File: config.mk
export PLATFORM = sky130hd
export DESIGN_NAME = pc_control_tmr
export DESIGN_NICKNAME = d
export VERILOG_FILES = /design/src/rtl/pc_control_tmr_pkg.sv /design/src/rtl/pc_control_tmr_voter3.sv /design/src/rtl/pc_control_tmr.sv
export SDC_FILE = /design/constraint.sdc
export NUM_CORES = 1
export LEC_CHECK = 0
export ABC_AREA = 1
export CORE_AREA = 2 2 108 79
export DETAILED_ROUTE_END_ITERATION = 6
export DIE_AREA = 0 0 110 81
export PLACE_DENSITY = 0.71
export REMOVE_ABC_BUFFERS = 1
export SLEW_MARGIN = 0
export SYNTH_ARGS = -nofsm -noshare
export SYNTH_HDL_FRONTEND = slang
export SYNTH_SLANG_ARGS = --single-unit
File: constraint.sdc
create_clock -name clk_i -period 3 [get_ports clk_i]
set_input_delay 0.6 -clock clk_i [delete_from_list [all_inputs] [get_ports clk_i]]
set_output_delay 0.6 -clock clk_i [all_outputs]
set_load 0.05 [all_outputs]
File: src/rtl/pc_control_tmr_pkg.sv
// Shared definitions for the fault-tolerant fetch program counter.
// Holds the default parameter values, the run/error state encodings and a small
// alignment helper. The rest of the block imports these definitions.
package pc_control_tmr_pkg;

  localparam int unsigned XLEN_DEF      = 32;
  localparam int unsigned INC_DEF       = 4;
  localparam logic [31:0] RESET_VEC_DEF = 32'h0000_0000;
  localparam logic [31:0] TRAP_VEC_DEF  = 32'h0000_0100;
  localparam int unsigned FCNT_W_DEF    = 8;
  localparam int unsigned INJ_BIT_DEF   = 2;

  // Two-state FSM encodings. ERROR is left only through reset.
  localparam logic [0:0] StRun   = 1'b0;
  localparam logic [0:0] StError = 1'b1;

  // A fetch target is usable only when it is word aligned.
  function automatic logic misaligned(input logic [1:0] lsb);
    return lsb != 2'b00;
  endfunction

endpackage

File: src/rtl/pc_control_tmr_voter3.sv
// Bitwise triple-modular-redundancy voter.
// Ports:
//   a_i, b_i, c_i  : the three redundant copies
//   maj_o          : bitwise two-of-three majority
//   mismatch_o[i]  : copy i differs from the majority
//   all_differ_o   : no two copies are equal (word level), so the vote cannot be trusted
module pc_control_tmr_voter3 #(
  parameter int unsigned W = 32
) (
  input  logic [W-1:0] a_i,
  input  logic [W-1:0] b_i,
  input  logic [W-1:0] c_i,
  output logic [W-1:0] maj_o,
  output logic [2:0]   mismatch_o,
  output logic         all_differ_o
);

  always_comb begin
    maj_o         = (a_i & b_i) | (b_i & c_i) | (a_i & c_i);
    mismatch_o[0] = (a_i != maj_o);
    mismatch_o[1] = (b_i != maj_o);
    mismatch_o[2] = (c_i != maj_o);
    all_differ_o  = (a_i != b_i) && (b_i != c_i) && (a_i != c_i);
  end

endmodule

File: src/rtl/pc_control_tmr.sv
// Fault-tolerant fetch program counter with three redundant PC copies.
// The output PC is the majority vote of the copies; every non-reset edge in RUN all
// copies are rewritten with the next PC, which scrubs any single-copy upset.
// Ports:
//   clk_i            : rising-edge clock
//   reset_i          : synchronous active-high reset
//   trap_req_i       : force PC to TRAP_VEC
//   pc_redirect_i    : load redirect_addr_i (branch/jump/flush)
//   redirect_addr_i  : redirect target; misaligned targets trap instead
//   pc_hold_i        : stall, keep the current PC
//   fault_inject_i   : test hook, bit i flips INJ_BIT of copy i on this edge
//   pc_o             : voted PC (combinational)
//   pc_valid_o       : PC usable by fetch
//   misalign_trap_o  : one-cycle pulse after a misaligned redirect was trapped
//   fault_detected_o : some copy disagrees with the voted value
//   fault_count_o    : saturating count of cycles with fault_detected_o set
//   uncorrectable_o  : sticky, no two copies agreed; core must stop
module pc_control_tmr
  import pc_control_tmr_pkg::*;
#(
  parameter int unsigned    XLEN      = XLEN_DEF,
  parameter logic [XLEN-1:0] RESET_VEC = XLEN'(RESET_VEC_DEF),
  parameter logic [XLEN-1:0] TRAP_VEC  = XLEN'(TRAP_VEC_DEF),
  parameter int unsigned    INC       = INC_DEF,
  parameter int unsigned    FCNT_W    = FCNT_W_DEF,
  parameter int unsigned    INJ_BIT   = INJ_BIT_DEF
) (
  input  logic              clk_i,
  input  logic              reset_i,
  input  logic              trap_req_i,
  input  logic              pc_redirect_i,
  input  logic [XLEN-1:0]   redirect_addr_i,
  input  logic              pc_hold_i,
  input  logic [2:0]        fault_inject_i,
  output logic [XLEN-1:0]   pc_o,
  output logic              pc_valid_o,
  output logic              misalign_trap_o,
  output logic              fault_detected_o,
  output logic [FCNT_W-1:0] fault_count_o,
  output logic              uncorrectable_o
);

  localparam logic [XLEN-1:0] InjMask = XLEN'(1) << INJ_BIT;
  localparam logic [XLEN-1:0] IncVal  = XLEN'(INC);

  logic [XLEN-1:0]   c0_q, c1_q, c2_q;
  logic [XLEN-1:0]   c0_d, c1_d, c2_d;
  logic [XLEN-1:0]   voted;
  logic [2:0]        mismatch;
  logic              all_differ;
  logic [XLEN-1:0]   next_pc;
  logic              redir_misalign;
  logic [0:0]        state_q, state_d;
  logic              pc_valid_q;
  logic              misalign_q, misalign_d;
  logic [FCNT_W-1:0] fcnt_q, fcnt_d;
  logic              copy_upd;

  pc_control_tmr_voter3 #(
    .W (XLEN)
  ) u_voter (
    .a_i          (c0_q),
    .b_i          (c1_q),
    .c_i          (c2_q),
    .maj_o        (voted),
    .mismatch_o   (mismatch),
    .all_differ_o (all_differ)
  );

  // Next-PC priority: trap > misaligned redirect > redirect > hold > increment.
  always_comb begin
    next_pc        = voted + IncVal;
    redir_misalign = 1'b0;
    if (trap_req_i) begin
      next_pc = TRAP_VEC;
    end else if (pc_redirect_i && misaligned(redirect_addr_i[1:0])) begin
      next_pc        = TRAP_VEC;
      redir_misalign = 1'b1;
    end else if (pc_redirect_i) begin
      next_pc = redirect_addr_i;
    end else if (pc_hold_i) begin
      next_pc = voted;
    end
  end

  always_comb begin
    c0_d = next_pc ^ (fault_inject_i[0] ? InjMask : '0);
    c1_d = next_pc ^ (fault_inject_i[1] ? InjMask : '0);
    c2_d = next_pc ^ (fault_inject_i[2] ? InjMask : '0);
  end

  // Copies are frozen from the lockout edge on, so the failing state stays observable.
  always_comb begin
    copy_upd   = (state_q == StRun) && !all_differ;
    state_d    = (state_q == StRun && all_differ) ? StError : state_q;
    misalign_d = copy_upd && redir_misalign;
    fcnt_d     = fcnt_q;
    if (state_q == StRun && fault_detected_o && fcnt_q != {FCNT_W{1'b1}}) begin
      fcnt_d = fcnt_q + FCNT_W'(1);
    end
  end

  always_ff @(posedge clk_i) begin
    if (reset_i) begin
      c0_q       <= RESET_VEC;
      c1_q       <= RESET_VEC;
      c2_q       <= RESET_VEC;
      state_q    <= StRun;
      pc_valid_q <= 1'b0;
      misalign_q <= 1'b0;
      fcnt_q     <= '0;
    end else begin
      state_q    <= state_d;
      pc_valid_q <= (state_d == StRun);
      misalign_q <= misalign_d;
      fcnt_q     <= fcnt_d;
      if (copy_upd) begin
        c0_q <= c0_d;
        c1_q <= c1_d;
        c2_q <= c2_d;
      end
    end
  end

  assign pc_o             = voted;
  assign pc_valid_o       = pc_valid_q;
  assign misalign_trap_o  = misalign_q;
  assign fault_detected_o = |mismatch;
  assign fault_count_o    = fcnt_q;
  assign uncorrectable_o  = (state_q == StError);

endmodule

# After elaboration in Yosys (flattened, before gate mapping)
# Index checks and enable logic that the tools add are counted.
# W data, S select, Z words.
# classes
mux	10
n_bitwise	10
addsub	2
n_eq_ne	7
n_reduce_logical	11
# op_table
cell	count
$ne A32 B32 Y1	6
$mux W32	4
$and A32 B32 Y32	3
$xor A32 B3 Y32	3
$or A32 B32 Y32	2
$add A32 B3 Y32 const B	1
$mux W3	3
$add A8 B1 Y8 const B	1
$logic_and A1 B1 Y1	8
$ne A8 B8 Y1 const B	1
$mux W1	3
$reduce_or A3 Y1	1
$not A1 Y1	2
$reduce_bool A2 Y1	1
$logic_not A1 Y1	1
# word_totals
regBits	107
output_inout_bits	44

# Logic depth before layout (Yosys ltp)
# Gate-level depths: netlist (run 1).
# depth
depth_word	9
ltp_mapped	13
depth_no_buf	13

# Cells and area by module
# From an unflattened synthesis (run 1), not the netlist that was laid out.
# unflattened
hier_cells	1235
hier_area_um2	7044.3
# modules_own_cells
module	area_per_inst_um2	cells_per_inst	instances
pc_control_tmr_voter3	4155.2	765	1
pc_control_tmr	2889.0	470	1

# Worst setup path before layout (run 1)
# No wires, ideal clock.
# synth_path
kind	register -> output
startpoint	register c1_q[2]
endpoint	output port fault_detected_o
path_buffers	0
arrival_time_ns	1.525
path_stages_with_launch	6
t_required_ns	2.400
slack_ns	0.875
path_cell_list	dfxtp_1 ha_1 nor2_1 nand2_2 nand3_1 and2_1
# synth_between
elab_chain_len	5
elab_cells_between_ends	8
# synth_rtl
item	line_no	text
start, declared	pc_control_tmr.sv:46	logic [XLEN-1:0] c0_q, c1_q, c2_q;
start signal, assigned	pc_control_tmr.sv:106	c1_q <= RESET_VEC;
start signal, assigned	pc_control_tmr.sv:119	c1_q <= c1_d;
$and A32 B32 Y32	pc_control_tmr_voter3.sv:19	maj_o = (a_i & b_i) | (b_i & c_i) | (a_i & c_i);
$or A32 B32 Y32 (*) (2 in series)	pc_control_tmr_voter3.sv:19	
named net pc_o[2]	pc_control_tmr.sv:35	output logic [XLEN-1:0] pc_o,
$ne A32 B32 Y1 (on tied branches)	pc_control_tmr_voter3.sv:20, pc_control_tmr_voter3.sv:21, pc_control_tmr_voter3.sv:22	
$reduce_or A3 Y1 (*)	pc_control_tmr.sv:128	assign fault_detected_o = |mismatch;
end, declared	pc_control_tmr.sv:38	output logic fault_detected_o,
# Mark *: on every way through the listed nets, which the timed path passes. The rest lies on a longest branch.

# Worst setup path after layout (run 1)
# layout_path
startpoint	register c0_q[2]
endpoint	output port pc_o[2]
# layout_between
elab_chain_len	3
elab_cells_between_ends	4
# layout_rtl
item	line_no	text
start, declared	pc_control_tmr.sv:46	
start signal, assigned	pc_control_tmr.sv:105	c0_q <= RESET_VEC;
start signal, assigned	pc_control_tmr.sv:118	c0_q <= c0_d;
$and A32 B32 Y32	pc_control_tmr_voter3.sv:19	
$or A32 B32 Y32	pc_control_tmr_voter3.sv:19	
$or A32 B32 Y32 (*)	pc_control_tmr_voter3.sv:19	
end, declared	pc_control_tmr.sv:35	
# Mark *: on every way between the ends. The rest lies on a longest branch, timed or not.

==> summary.txt, run 1 <==
Run status
  – Outcome: finished, final reports clean

Global route
  – Vias in the first global route: 2930
  – First-pass GRT wire length: 14.16 mm
  – Antenna violations before repair: 0
  – Pin count of the biggest net entering global routing: 33
  – Overall fraction of global-route tracks in use: 20.24%
  – GRT overflow: 0

Setup path
  – Reg2reg path depth: 13
  – Critical path launch point: c0_q[2]
  – Slowest stage delay, CP: 0.88 ns
  – Worst reg2reg path startpoint: c0_q[2]
  – CP Capture Type: output port
  – CP Cell Sequence: ha_1 > inv_1 > nand2_2 > clkdlybuf4s50_1
  – Worst R2R End: c0_q[24]
  – Worst path arrival time: 2.03 ns
  – Reg2reg setup slack: 0.93 ns
  – Critical Path Sink: pc_o[2]
  – Worst setup path class: reg -> out
  – Critical-path top delay cell: clkdlybuf4s50_1
  – CP required: 2.40 ns
  – CP Launch Type: register
  – Crit-path max FO: 11

CTS
  – Clock transition at path regs: 0.09 ns
  – Root Buffer: clkbuf_8
  – Skew-Pair Late Insertion Delay: 0.31 ns
  – CTS max path bufs: 2
  – # Post-CTS Setup Buffers: 0
  – Cts bufs inserted: 5
  – CTS sink cnt: 45
  – H-Tree Depth: 2
  – CTS tree: done
  – Post-CTS Resized: 0
  – Hold buffer count at CTS: 0

Floorplanning
  – Core footprint: 8023 um^2
  – # rows: 28
  – Die Y: 81 um
  – Starting Density: 40.17%
  – Die area: 8910 um^2
  – Die width: 110 um
  – I/O Pins: 84

Drt
  – Number of remaining DRC errors: 0
  – Drt pass-1 iters: 5
  – DR iter-0 viols: 223
  – Post-route ant nets: 0
  – Vias: 3427
  – Drt total wl: 8.773 mm
  – Avg Vias per Cell: 4.903
  – DR WL/cell: 12.55 um

Power
  – Sw frac: 38.09%
  – P_int: 1.107 mW
  – Pleak: 1.601 nW
  – Power Dens Cells: 440.7 nW/um^2
  – Switching power: 0.6814 mW
  – Comb pwr share: 33.4%
  – Final total power: 1.789 mW
  – Clk network pwr share: 26.9%
  – Seq pwr share: 39.7%
  – Worst VDD drop: 0.2155 mV

Placement
  – DP Area: 3941 um^2
  – Placer congestion estimate: 0.8997
  – Placed insts: 691
  – Port Buffers: 83
  – Post-Place Setup Slack: 0.4690 ns
  – Dpl hpwl: 6.681 mm

STA
  – Unrepaired setup endpoints after global routing: no
  – Clock Skew: 0.004221 ns
  – Final setup TNS: 0 ns
  – Worst-Margin Slew: 0.5392 ns
  – Final Hold Viols: 0
  – Post-layout min period: 2.633 ns
  – Final slew viol count: 0
  – Max transition margin: 63.94%
  – Fin crit share: 87.78%
  – Fmax: 379.7 MHz
  – Setup slack after layout: 0.3666 ns
  – Setup Viol. Count Final: 0

Hold path
  – Hold Crit Class: reg -> reg
  – Hold Path Depth: 2

Final layout
  – Most common cell after layout, fill and taps aside: nand2_1
  – Fin cells: 699
  – Proportion of layout cells with a drive suffix above 1: 5.387%
  – Antenna cells: 0
  – Design area: 4059 um^2
  – Final-layout fill cell count: 803
  – Final #Nets: 639
  – Most frequent cells in the layout: nand2_1, nor2_1, clkdlybuf4s50_1, nand3_1, inv_1
  – Area grow syn2layout: 25.93%

Run
  – Max-cap viol count: 0

Logic synthesis
  – Syn avg cell area: 5.980 um^2
  – Yosys cell types: 30
  – Main synth FF type: dfxtp_1
  – Asr flop ratio synth: 0%
  – Post-synth EDFFs: 0
  – Synthesized instance count: 539
  – Fraction of the yosys area taken by sequential cells: 27.95%
  – Syn. warnings: 0
  – Post-synthesis cell area: 3223 um^2
  – Synth Register Bits: 45
==> synthesized netlist by cell type, types with 2 or more instances <==
cell type	instances	area share, %
nand2_1	164	19
nor2_1	88	10
nand3_1	57	8.9
inv_1	51	5.9
dfxtp_1	45	28
buf_4	32	7.5
o21ai_0	29	4.5
a21oi_1	9	1.4
nor3_1	7	1.1
ha_1	6	2.3
nand2_2	5	0.97
nor2_2	5	0.97
nor2_4	5	1.7
buf_2	4	0.62
and2_1	3	0.58
nand3b_1	3	0.70
nand4_1	3	0.58
o21ai_1	3	0.47
o22ai_1	3	0.58
xor2_1	3	0.82
buf_1	2	0.23
buf_6	2	0.70
inv_2	2	0.23
o211ai_1	2	0.47
==> stage by stage <==
step                hold WS (ns)  utilization [%]
global placement          0.4444            49.13
CTS                       0.4618            50.56
detailed placement        0.4506            49.13
global route              0.4915            50.59
finish                    0.4578            50.59
floorplan                 0.4770                -
==> cell families after synthesis <==
family,synth area share [%]
buffers and inverters,15.41
adders and majority gates,2.329
DFF,27.95
and+or+nand+nor,46.08
xor gates and xnor gates,0.8154
AOI/OAI and AO/OA,7.414
==> power groups by stage <==
stage / sequential [mW] / combinational [mW] / clock, mW
6_report: 0.711 / 0.598 / 0.480
3_5_place_dp: 0.724 / 0.597 / 0
5_1_grt: 0.720 / 0.654 / 0.515
2_1_floorplan: 0.853 / 0.231 / 0
4_1_cts: 0.710 / 0.599 / 0.493
3_3_place_gp: 0.721 / 0.589 / 0
==> metal layers <==
metal  GRT usage (%)  wire length [um]  share of wire, %  vias up
met1           30.27              4406                50     1522
met5               0                 0                 0        -
li1                -                 -                 -     1784
met3           3.692               612               7.0        6
met2           30.61              3690                42      115
met4           3.038                63              0.72        0
==> worst min path at each step <==
stage,from,to,slack [ns]
3_3_place_gp,c0_q[0],c0_q[0],0.44
2_1_floorplan,c2_q[2],c2_q[2],0.48
4_1_cts,c0_q[0],c0_q[0],0.46
6_report,c0_q[0],c0_q[0],0.46
3_5_place_dp,c0_q[0],c0_q[0],0.45
5_1_grt,c0_q[1],c0_q[1],0.49
==> layout make-up <==
cell class	count	area, um^2	area share, %
multi-input cells	399	1826	44.98
flip-flops and latches	45	900.9	22.19
repair buffers	88	883.3	21.76
inverters	54	202.7	4.994
well taps	105	131.4	3.237
clock buffers	5	68.82	1.695
clock inverters	3	46.29	1.141
==> registers in the layout, summed over array words and instances (netlist names) <==
name / count
fault_count_o: 8
c2_q: 1
uncorrectable_o: 1
misalign_trap_o: 1
c1_q: 1
pc_valid_o: 1
c0_q: 32
==> critical path, delay by kind of cell, from the launching register on <==
family        cells  cell delay, ns
flops             1            0.43
buf+inv           2            0.93
simple gates      1            0.19
fa+ha+maj         1            0.18
Note: power is estimated with default switching activity, not from simulation.
==> run 2, diff against run 1 <==
PLACE_DENSITY = unset   (was 0.71)
PLACE_DENSITY_LB_ADDON = 0.08   (was unset)
==> summary.txt, run 2 (synthesized netlist as in run 1, its figures left out) <==
CTS
  – H-Tree Depth: 2
  – Root Buffer: clkbuf_8
  – CTS max path bufs: 2
  – CTS tree: done
  – # Post-CTS Setup Buffers: 0
  – Cts bufs inserted: 5
  – Skew-Pair Late Insertion Delay: 0.31 ns
  – CTS sink cnt: 45
  – Clock transition at path regs: 0.09 ns

Setup path
  – CP Launch Type: register
  – Worst setup path class: reg -> out
  – CP required: 2.40 ns
  – CP Capture Type: output port
  – Worst path arrival time: 2.01 ns
  – Crit-path max FO: 11

Floorplanning
  – # rows: 28
  – Core footprint: 8023 um^2
  – Starting Density: 40.17%
  – I/O Pins: 84
  – Die area: 8910 um^2
  – Die width: 110 um
  – Die Y: 81 um

Final layout
  – Biggest register: c0_q
  – Proportion of layout cells with a drive suffix above 1: 5.068%
  – Area grow syn2layout: 26.05%
  – Sequential cell area: 900.9 um^2
  – Most frequent cells in the layout: nand2_1, nor2_1, clkdlybuf4s50_1, nand3_1, inv_1
  – Design area: 4063 um^2
  – Antenna cells: 0
  – Final-layout fill cell count: 858
  – Final #Nets: 637
  – Max reg flops: 32
  – Most common cell after layout, fill and taps aside: nand2_1
  – Area of the multi-input gates: 1826 um^2

STA
  – Setup Viol. Count Final: 0
  – Final Hold Viols: 0
  – Fin crit share: 86.87%
  – Worst-Margin Slew: 0.5140 ns
  – Clock Skew: 0.006645 ns
  – Final slew viol count: 0
  – Post-layout min period: 2.606 ns
  – Fmax: 383.7 MHz
  – Final setup TNS: 0 ns
  – Unrepaired setup endpoints after global routing: no
  – Max transition margin: 65.63%

Hold path
  – Hold Crit Class: reg -> reg

Drt
  – DR iter-0 viols: 221
  – Drt total wl: 8.813 mm
  – Number of remaining DRC errors: 0
  – Avg Vias per Cell: 4.750
  – DR WL/cell: 12.64 um
  – Vias: 3311
  – Post-route ant nets: 0
  – Drt pass-1 iters: 4

Power
  – Worst VDD drop: 0.3699 mV
  – Pleak: 1.605 nW
  – Power Dens Cells: 461.8 nW/um^2

Global route
  – Vias in the first global route: 2809
  – M1 GR Usage: 30.28%
  – M3 GR Usage: 4.494%
  – First-pass GRT wire length: 13.83 mm
  – Met2 Track Usage GR: 28.59%
  – Antenna violations before repair: 0
  – Busiest grt layer: met1
  – Overall fraction of global-route tracks in use: 20.02%
  – Pin count of the biggest net entering global routing: 34
  – GRT overflow: 0

Run
  – Max-cap viol count: 0

Placement
  – Port Buffers: 83
  – DP Area: 3926 um^2
  – Dpl hpwl: 6.642 mm
  – Placer congestion estimate: 0.8794

Run status
  – Outcome: finished, final reports clean
-- run 2: changes by cell type in the layout (fill, tap and decap cells not counted) --
cell,previous run,this run
buf_4,4,2
bufinv_16,1,2
clkinv_2,0,1
clkinv_4,1,0
clkinvlp_4,1,0
-- run 2: layout make-up --
type                    count  share of cell area [%]
inverters                  54                   4.989
multi-input cells         399                   44.93
clock inverters             3                   1.601
well taps                 105                   3.234
flip-flops and latches     45                   22.17
repair buffers             86                   21.37
clock buffers               5                   1.694
-- run 2: critical path, cell delays in order, from the launching register on --
cell	delay [ns]
dfxtp_1	0.42
ha_1	0.19
inv_1	0.05
nand2_2	0.19
clkdlybuf4s50_1	0.86
-- run 2: repair_timing --
item	CTS	global route
gates resized for setup	0	1
hold buffers	0	0
endpoints found under the setup margin	0	1
-- run 2: metrics by stage --
stage,setup WS [ns],std cells,util [%],hold slack [ns],power (mW)
after CTS,0.1128,697,50.61,0.4663,1.888
after detailed placement,0.4413,689,48.94,0.4511,1.321
after global placement,0.4942,689,48.94,0.4457,1.315
final,0.3938,697,50.64,0.4653,1.876
after floorplan,0.8245,498,-,0.4770,1.084
after global routing,0.3070,697,50.64,0.4762,1.973
-- run 2: per-layer routing --
| metal | vias up | part of all wire, % | wire (um) |
|---|---|---|---|
| met4 | 0 | 0.48 | 42 |
| met2 | 77 | 41 | 3608 |
| met5 | - | 0 | 0 |
| met3 | 5 | 6.6 | 581 |
| li1 | 1772 | - | - |
| met1 | 1457 | 52 | 4580 |
-- run 2: final timing paths --
check / startpoint / end / slack, ns / cells past startpoint
max: c2_q[2] / pc_o[2] / 0.39 / 4
min: c0_q[0] / c0_q[0] / 0.47 / 2
max reg2reg: c2_q[2] / c0_q[24] / 0.97 / 13
min reg2reg: c0_q[0] / c0_q[0] / 0.47 / 2
-- run 2: report_power, final --
part / leakage [nW] / internal (mW) / switching (mW) / total [mW]
combinational: 1.17 / 0.208 / 0.387 / 0.595
sequential: 0.367 / 0.646 / 0.0653 / 0.712
clock: 0.0681 / 0.331 / 0.238 / 0.569
total: 1.60 / 1.19 / 0.690 / 1.88
